`src/rtl/ex_mem_stage.sv`:
```
// EX/MEM pipeline register with a two-entry skid buffer.
// Entry M drives the memory-stage outputs; entry S absorbs the one extra beat
// that can arrive while the memory stage is stalled. ex_ready_o is decoded
// purely from registered state, so mem_ready_i never reaches it combinationally.
module ex_mem_stage #(
    parameter int DATA_W = 32,
    parameter int RD_W   = 5,
    parameter int CNT_W  = 16
) (
    input  logic              clk_i,
    input  logic              rst_i,
    input  logic              ex_valid_i,
    output logic              ex_ready_o,
    input  logic              flush_i,
    input  logic [DATA_W-1:0] ALUResult_i,
    input  logic              Zero_i,
    input  logic [DATA_W-1:0] RS2data_i,
    input  logic [RD_W-1:0]   RDaddr_i,
    input  logic              RegWrite_i,
    input  logic              MemtoReg_i,
    input  logic              MemRead_i,
    input  logic              MemWrite_i,
    output logic              mem_valid_o,
    input  logic              mem_ready_i,
    output logic [DATA_W-1:0] ALUResult_o,
    output logic              Zero_o,
    output logic [DATA_W-1:0] RS2data_o,
    output logic [RD_W-1:0]   RDaddr_o,
    output logic              RegWrite_o,
    output logic              MemtoReg_o,
    output logic              MemRead_o,
    output logic              MemWrite_o,
    output logic [1:0]        occupancy_o,
    output logic [CNT_W-1:0]  stall_cnt_o
);

    // Packed payload: {ALUResult, Zero, RS2data, RDaddr, RegWrite, MemtoReg, MemRead, MemWrite}
    localparam int PW = 2 * DATA_W + RD_W + 5;
    localparam logic [CNT_W-1:0] CNT_ONE = {{(CNT_W-1){1'b0}}, 1'b1};

    // State encoding doubles as the valid bits: bit 0 = M.valid, bit 1 = S.valid.
    typedef enum logic [1:0] {
        ST_EMPTY = 2'b00,
        ST_ONE   = 2'b01,
        ST_FULL  = 2'b11
    } state_t;

    state_t            state_reg;
    state_t            state_next;
    logic [PW-1:0]     m_payload_reg;
    logic [PW-1:0]     s_payload_reg;
    logic [PW-1:0]     in_payload;
    logic [CNT_W-1:0]  stall_cnt_reg;
    logic              accept;
    logic              pop;
    logic              load_m_from_in;
    logic              load_m_from_s;
    logic              load_s;
    logic              reg_write_cap;

    // Writes to x0 are architecturally meaningless, so drop RegWrite for rd == 0.
    assign reg_write_cap = RegWrite_i & (RDaddr_i != '0);
    assign in_payload    = {ALUResult_i, Zero_i, RS2data_i, RDaddr_i,
                            reg_write_cap, MemtoReg_i, MemRead_i, MemWrite_i};

    assign accept = ex_valid_i & ex_ready_o & ~flush_i;
    assign pop    = mem_valid_o & mem_ready_i;

    // State register: valid bits of M and S.
    always_ff @(posedge clk_i or negedge rst_i) begin
        if (!rst_i) begin
            state_reg <= ST_EMPTY;
        end else begin
            state_reg <= state_next;
        end
    end

    // Next-state and entry-load decisions.
    always_comb begin
        state_next     = state_reg;
        load_m_from_in = 1'b0;
        load_m_from_s  = 1'b0;
        load_s         = 1'b0;
        case (state_reg)
            ST_EMPTY: begin
                if (accept) begin
                    state_next     = ST_ONE;
                    load_m_from_in = 1'b1;
                end
            end
            ST_ONE: begin
                if (accept && pop) begin
                    load_m_from_in = 1'b1;
                end else if (accept) begin
                    state_next = ST_FULL;
                    load_s     = 1'b1;
                end else if (pop) begin
                    state_next = ST_EMPTY;
                end
            end
            ST_FULL: begin
                // ex_ready_o is low here, so only a pop can happen.
                if (pop) begin
                    state_next    = ST_ONE;
                    load_m_from_s = 1'b1;
                end
            end
            default: begin
                state_next = ST_EMPTY;
            end
        endcase
    end

    // Handshake and status outputs, decoded from the state register only.
    always_comb begin
        ex_ready_o  = ~state_reg[1];
        mem_valid_o = state_reg[0];
        occupancy_o = {1'b0, state_reg[0]} + {1'b0, state_reg[1]};
    end

    // Payload storage; held entries are never flushed, only overwritten on load.
    always_ff @(posedge clk_i or negedge rst_i) begin
        if (!rst_i) begin
            m_payload_reg <= '0;
            s_payload_reg <= '0;
        end else begin
            if (load_m_from_in) begin
                m_payload_reg <= in_payload;
            end else if (load_m_from_s) begin
                m_payload_reg <= s_payload_reg;
            end
            if (load_s) begin
                s_payload_reg <= in_payload;
            end
        end
    end

    // Saturating count of cycles in which a valid beat waits on the memory stage.
    always_ff @(posedge clk_i or negedge rst_i) begin
        if (!rst_i) begin
            stall_cnt_reg <= '0;
        end else if (mem_valid_o && !mem_ready_i && (stall_cnt_reg != '1)) begin
            stall_cnt_reg <= stall_cnt_reg + CNT_ONE;
        end
    end

    assign stall_cnt_o = stall_cnt_reg;

    assign {ALUResult_o, Zero_o, RS2data_o, RDaddr_o,
            RegWrite_o, MemtoReg_o, MemRead_o, MemWrite_o} = m_payload_reg;

endmodule
```
`config.mk`:
```
export PLATFORM = sky130hd
export DESIGN_NAME = ex_mem_stage
export DESIGN_NICKNAME = d
export VERILOG_FILES = /design/src/rtl/ex_mem_stage.sv
export SDC_FILE = /design/constraint.sdc
export NUM_CORES = 1
export LEC_CHECK = 0
export BUFFER_PORTS_ARGS = -buffer_cell sky130_fd_sc_hd__buf_2
export CAP_MARGIN = 5
export CORE_ASPECT_RATIO = 0.7
export CORE_MARGIN = 2
export CORE_UTILIZATION = 52
export CTS_CLUSTER_SIZE = 20
export DETAILED_ROUTE_END_ITERATION = 7
export PLACE_DENSITY = 0.78
export SLEW_MARGIN = 10
export SYNTH_ARGS = -nofsm -noshare
export SYNTH_HDL_FRONTEND = slang
export SYNTH_SLANG_ARGS = --single-unit
```
`constraint.sdc`:
```
create_clock -name clk_i -period 2.2 [get_ports clk_i]
set_input_delay 0.44 -clock clk_i [delete_from_list [all_inputs] [get_ports clk_i]]
set_output_delay 0.44 -clock clk_i [all_outputs]
set_load 0.05 [all_outputs]
```
; Word level (Yosys, flattened, before mapping)
; Cells that the tools add are included.
[classes]
n_reduce_logical = 8
n_addsub = 2
multipliers = 0
order_cmp = 0
mux = 15
n_div = 0
n_eq_ne = 7
n_bitwise = 6
shift = 0
[ops]
columns = op, count
row1 = $mux W74, 2
row2 = $add A16 B1 Y16 const B, 1
row3 = $ne A16 B16 Y1 const B, 1
row4 = $mux W2, 5
row5 = $mux W1, 6
row6 = $ne A2 B2 Y1 const B, 3
row7 = $pmux W2 S3, 1
row8 = $reduce_bool A5 Y1, 1
row9 = $and A1 B1 Y1, 4
row10 = $reduce_and A4 Y1, 1
row11 = $logic_and A1 B1 Y1, 3
row12 = $ne A3 B3 Y1 const B, 1
row13 = $add A1 B1 Y2, 1
row14 = $eq A2 B1 Y1 const B, 1
row15 = $eq A2 B2 Y1 const B, 1
row16 = $logic_not A2 Y1, 1
row17 = $not A1 Y1, 2
row18 = $pmux W1 S2, 1
row19 = $reduce_bool A2 Y1, 1
row20 = $logic_not A1 Y1, 1
[totals]
latch_bits = 0
mem_bits_ro = 0
ramBits = 0
in_bits = 79
ff_bits = 166
elab_cells = 42
memories = 0
output_inout_bits = 94

; Longest topological paths before layout
[logic_depth]
word_depth = 7
ltp_mapped = 9
ltp_nobuf = 6

; Worst setup path after synthesis
; Ideal clock, no wire load.
[synth_timing]
kind = register to register
startpoint = reg state_reg[0]
endpoint = reg m_payload_reg[39]
path_buffers = 2
synth_period_minus_slack_ns = 2.243
setup_time_ns = 0.133
setup_slack_ns = -0.043
stages_incl_launch_ff = 7
arrival_time_ns = 2.110
required_ns = 2.067
path_cell_list = dfrtp_1 ha_1 nand3_1 buf_2 buf_2 mux2i_1 o21ai_0
[synth_via]
elab_chain_len = 5
word_cells_on_any_way = 11
classes_between = eq/ne: 2 / mux: 5 / bitwise: 1 / reduce/logical: 3
[synth_lines]
columns = element, line_no
row1 = from (decl), 48  ; state_t state_reg;
row2 = from (signal assigned), 74  ; state_reg <= state_next;
row3 = $and A1 B1 Y1, 67  ; assign pop = mem_valid_o & mem_ready_i;
row4 = $logic_and A1 B1 Y1, 92  ; if (accept && pop) begin
row5 = $mux W1, 92
row6 = $pmux W1 S2, 84  ; case (state_reg)
row7 = $mux W74 or $reduce_bool A2 Y1 (tied branches), --
row8 = to (signal assigned), 128  ; m_payload_reg <= in_payload;
row9 = to (signal assigned), 130  ; m_payload_reg <= s_payload_reg;
row10 = to (decl), 50  ; logic [PW-1:0] m_payload_reg;
; Parallel ways exist; a longest one is shown, timed or not.
; A chain may end at the register's enable or synchronous reset.

; Worst setup path in the final report
[layout_timing]
startpoint = reg state_reg[0]
endpoint = out occupancy_o[0]
[layout_via]
elab_chain_len = 1
[layout_lines]
columns = element, line_no
row1 = $add A1 B1 Y2, 118  ; occupancy_o = {1'b0, state_reg[0]} + {1'b0, state_reg[1]};
row2 = to (decl), 33  ; output logic [1:0] occupancy_o,
; No other way between the ends.

==> metrics.txt <==
DRT Pass-1 Iters=4; port buffer count=172; Num Clock Sinks=166; Max Slew Vio Count=0; H-tree depth=4; Power Dens Cells=1596 nW/µm²; post-synth cell types=42; DRT Wirelength=15340 µm; Skew-Pair Late Insertion Delay=0.41 ns; max-cap violations=0; HPWL Detailed=10630 µm; Hold Crit Class=input port to async pin; FF-to-FF path depth=5; share of layout cells above drive strength 1=40.71%; first-pass GRT wire length=24760 µm; Vias/cell=5.326; Critical Path AT=1.56 ns; Fillers=1000; Layout area overhead=25.05%; Setup Buffers After CTS=0; average wire per standard cell=16.25 µm; ys async rst share=100.0%; Starting Density=53.87%; most common cell in the netlist=dfrtp_1; top cells by area, synth=dfrtp_1 (58%), mux2_2 (12%), mux2i_1 (10%), o21ai_0 (5.3%), nand2_1 (4.1%); fin area=8939 µm²; fin crit period=2.003 ns; fmax=0.4992 GHz; DP Area=8324 µm²; CTS clk-pin slew, worst paths=0.07 ns; WS Path Type=register to output pin; total die area=14720 µm²; ant diodes=0; initial drt markers=200; TritonCTS Buffers=17; Final Skew=0.006695 ns; crit end category=output pin; post-route clock period utilization=91.05%; Total Negative Setup Slacks=0 ns; grt ovf=0; Die Width=144.1 µm; Final ANT Viol Nets=0; P_leak=4.636 nW; GRT Util Overall=21.54%; crit path setup slack, layout=0.1969 ns; CTS Hold Bufs=0; top_reg_cell synth=dfrtp_1; slew of the pin with the lowest slew margin=0.7037 ns; Core Area=13270 µm²; Max-slew headroom=53.09%; CP Launch Type=register; via count=5028; largest net degree at the start of global routing=73; Seq/Total Area, Yosys=58.11%; TritonCTS clock tree=built; post-synth top area share=58.11%; post-cts sizing count=0; fin cells=944; synthesized instance count=573; Post-synth top cells=dfrtp_1 (166), nand2_1 (79), o21ai_0 (76), mux2_2 (75), mux2i_1 (73); yosys synthesis warning count=0; unrepaired setup endpoints after global routing=false; Netlist Area Pre-Place=7148 µm²; placed cells=912; Worst IR Drop VDD=751.1 µV; EDFF count, synth=0; Root Driver=clkbuf_16; Mean Syn Cell Area=12.47 µm²; count of final setup violators=0; drt drc=0; Placement Setup Slack=0.2883 ns; number of global-route vias before repair=5092; initial antenna violation count=0; Ports=173; Critical Path Fanout Max=6; status=completed; CTS Buffer Depth=2; Final Hold Vio Count=0; final net count=830; PnR Total Power=14.27 mW; Rows=35; Synth area leader=dfrtp_1; Critical Path RT=1.76 ns; synthesized flop and latch total=166; Synth Net Count=657; Die Y=102.1 µm; gpl congestion=0.7726
[kinds of logic (layout without fill, tap and decap cells)]
group	count (synthesis)	in the layout	synth area share, %
flops	166	166	58.11
simple gates	114	114	7.824
mux	149	149	22.25
buf+inv	36	222	2.713
xor+xnor	13	13	1.593
compound gates	90	90	6.634
fa+ha+maj	5	5	0.8752
[routing by layer]
metal	vias to the layer above	global-route usage [%]	routed length, µm
met5	-	0	0
met4	0	7.394	167
met3	14	5.858	878
met2	138	35.20	7456
met1	2514	28.27	6837
li1	2362	-	-
[per-stage QoR]
stage / utilization, % / hold slack [ns]
global placement: 62.73 / 0.4605
global route: 67.36 / 0.08180
CTS: 67.36 / 0.06948
finish: 67.36 / 0.04671
floorplan: - / 0.1444
detailed placement: 62.73 / 0.4836
[area by class of cell]
type                       count  area [µm²]  area share (%)
inverter                       3       11.26          0.1260
clock buffer                  19       452.9           5.067
timing repair buffer         187        1092           12.22
clock inverter                13       161.4           1.806
multi-input combinational    371        2835           31.72
tap                          185       231.5           2.590
sequential                   166        4154           46.47
[layout by cell type, fill, tap and decap left out, drive strengths merged, types with 4 or more instances in the layout]
cell type,instances
clkbuf,19
o21ai,78
nand3,6
nand2,79
nand4,7
nor3,4
xor2,7
buf,187
nor2,4
mux2,76
mux2i,73
nor4,5
dfrtp,166
xnor2,6
inv,8
ha,5
clkinv,4
[path summary, 6_finish.rpt]
path	from	endpoint	slack [ns]
min in group clk_i	ALUResult_i[28]	m_payload_reg[70]$_DFFE_PN0P_	0.25
hold reg to reg	s_payload_reg[3]$_DFFE_PN0P_	s_payload_reg[3]$_DFFE_PN0P_	0.49
setup / recovery	state_reg[0]$_DFFE_PN0P_	occupancy_o[0]	0.20
max in group asynchronous	rst_i	s_payload_reg[55]$_DFFE_PN0P_	1.53
hold / removal	rst_i	stall_cnt_o[0]$_DFFE_PN0P_	0.05
setup reg to reg	stall_cnt_o[0]$_DFFE_PN0P_	stall_cnt_o[1]$_DFFE_PN0P_	0.26
[worst max-delay path, cell delays in order, from the launching register on]
cell and delay, ns:
dfrtp_1 0.45, inv_1 0.12, ha_1 0.31, buf_2 0.27
[power by group]
part,internal (mW),switching [mW]
combinational,1.87,4.06
sequential,4.45,0.832
clock,1.77,1.28
Note: power is estimated with default switching activity, not from simulation.
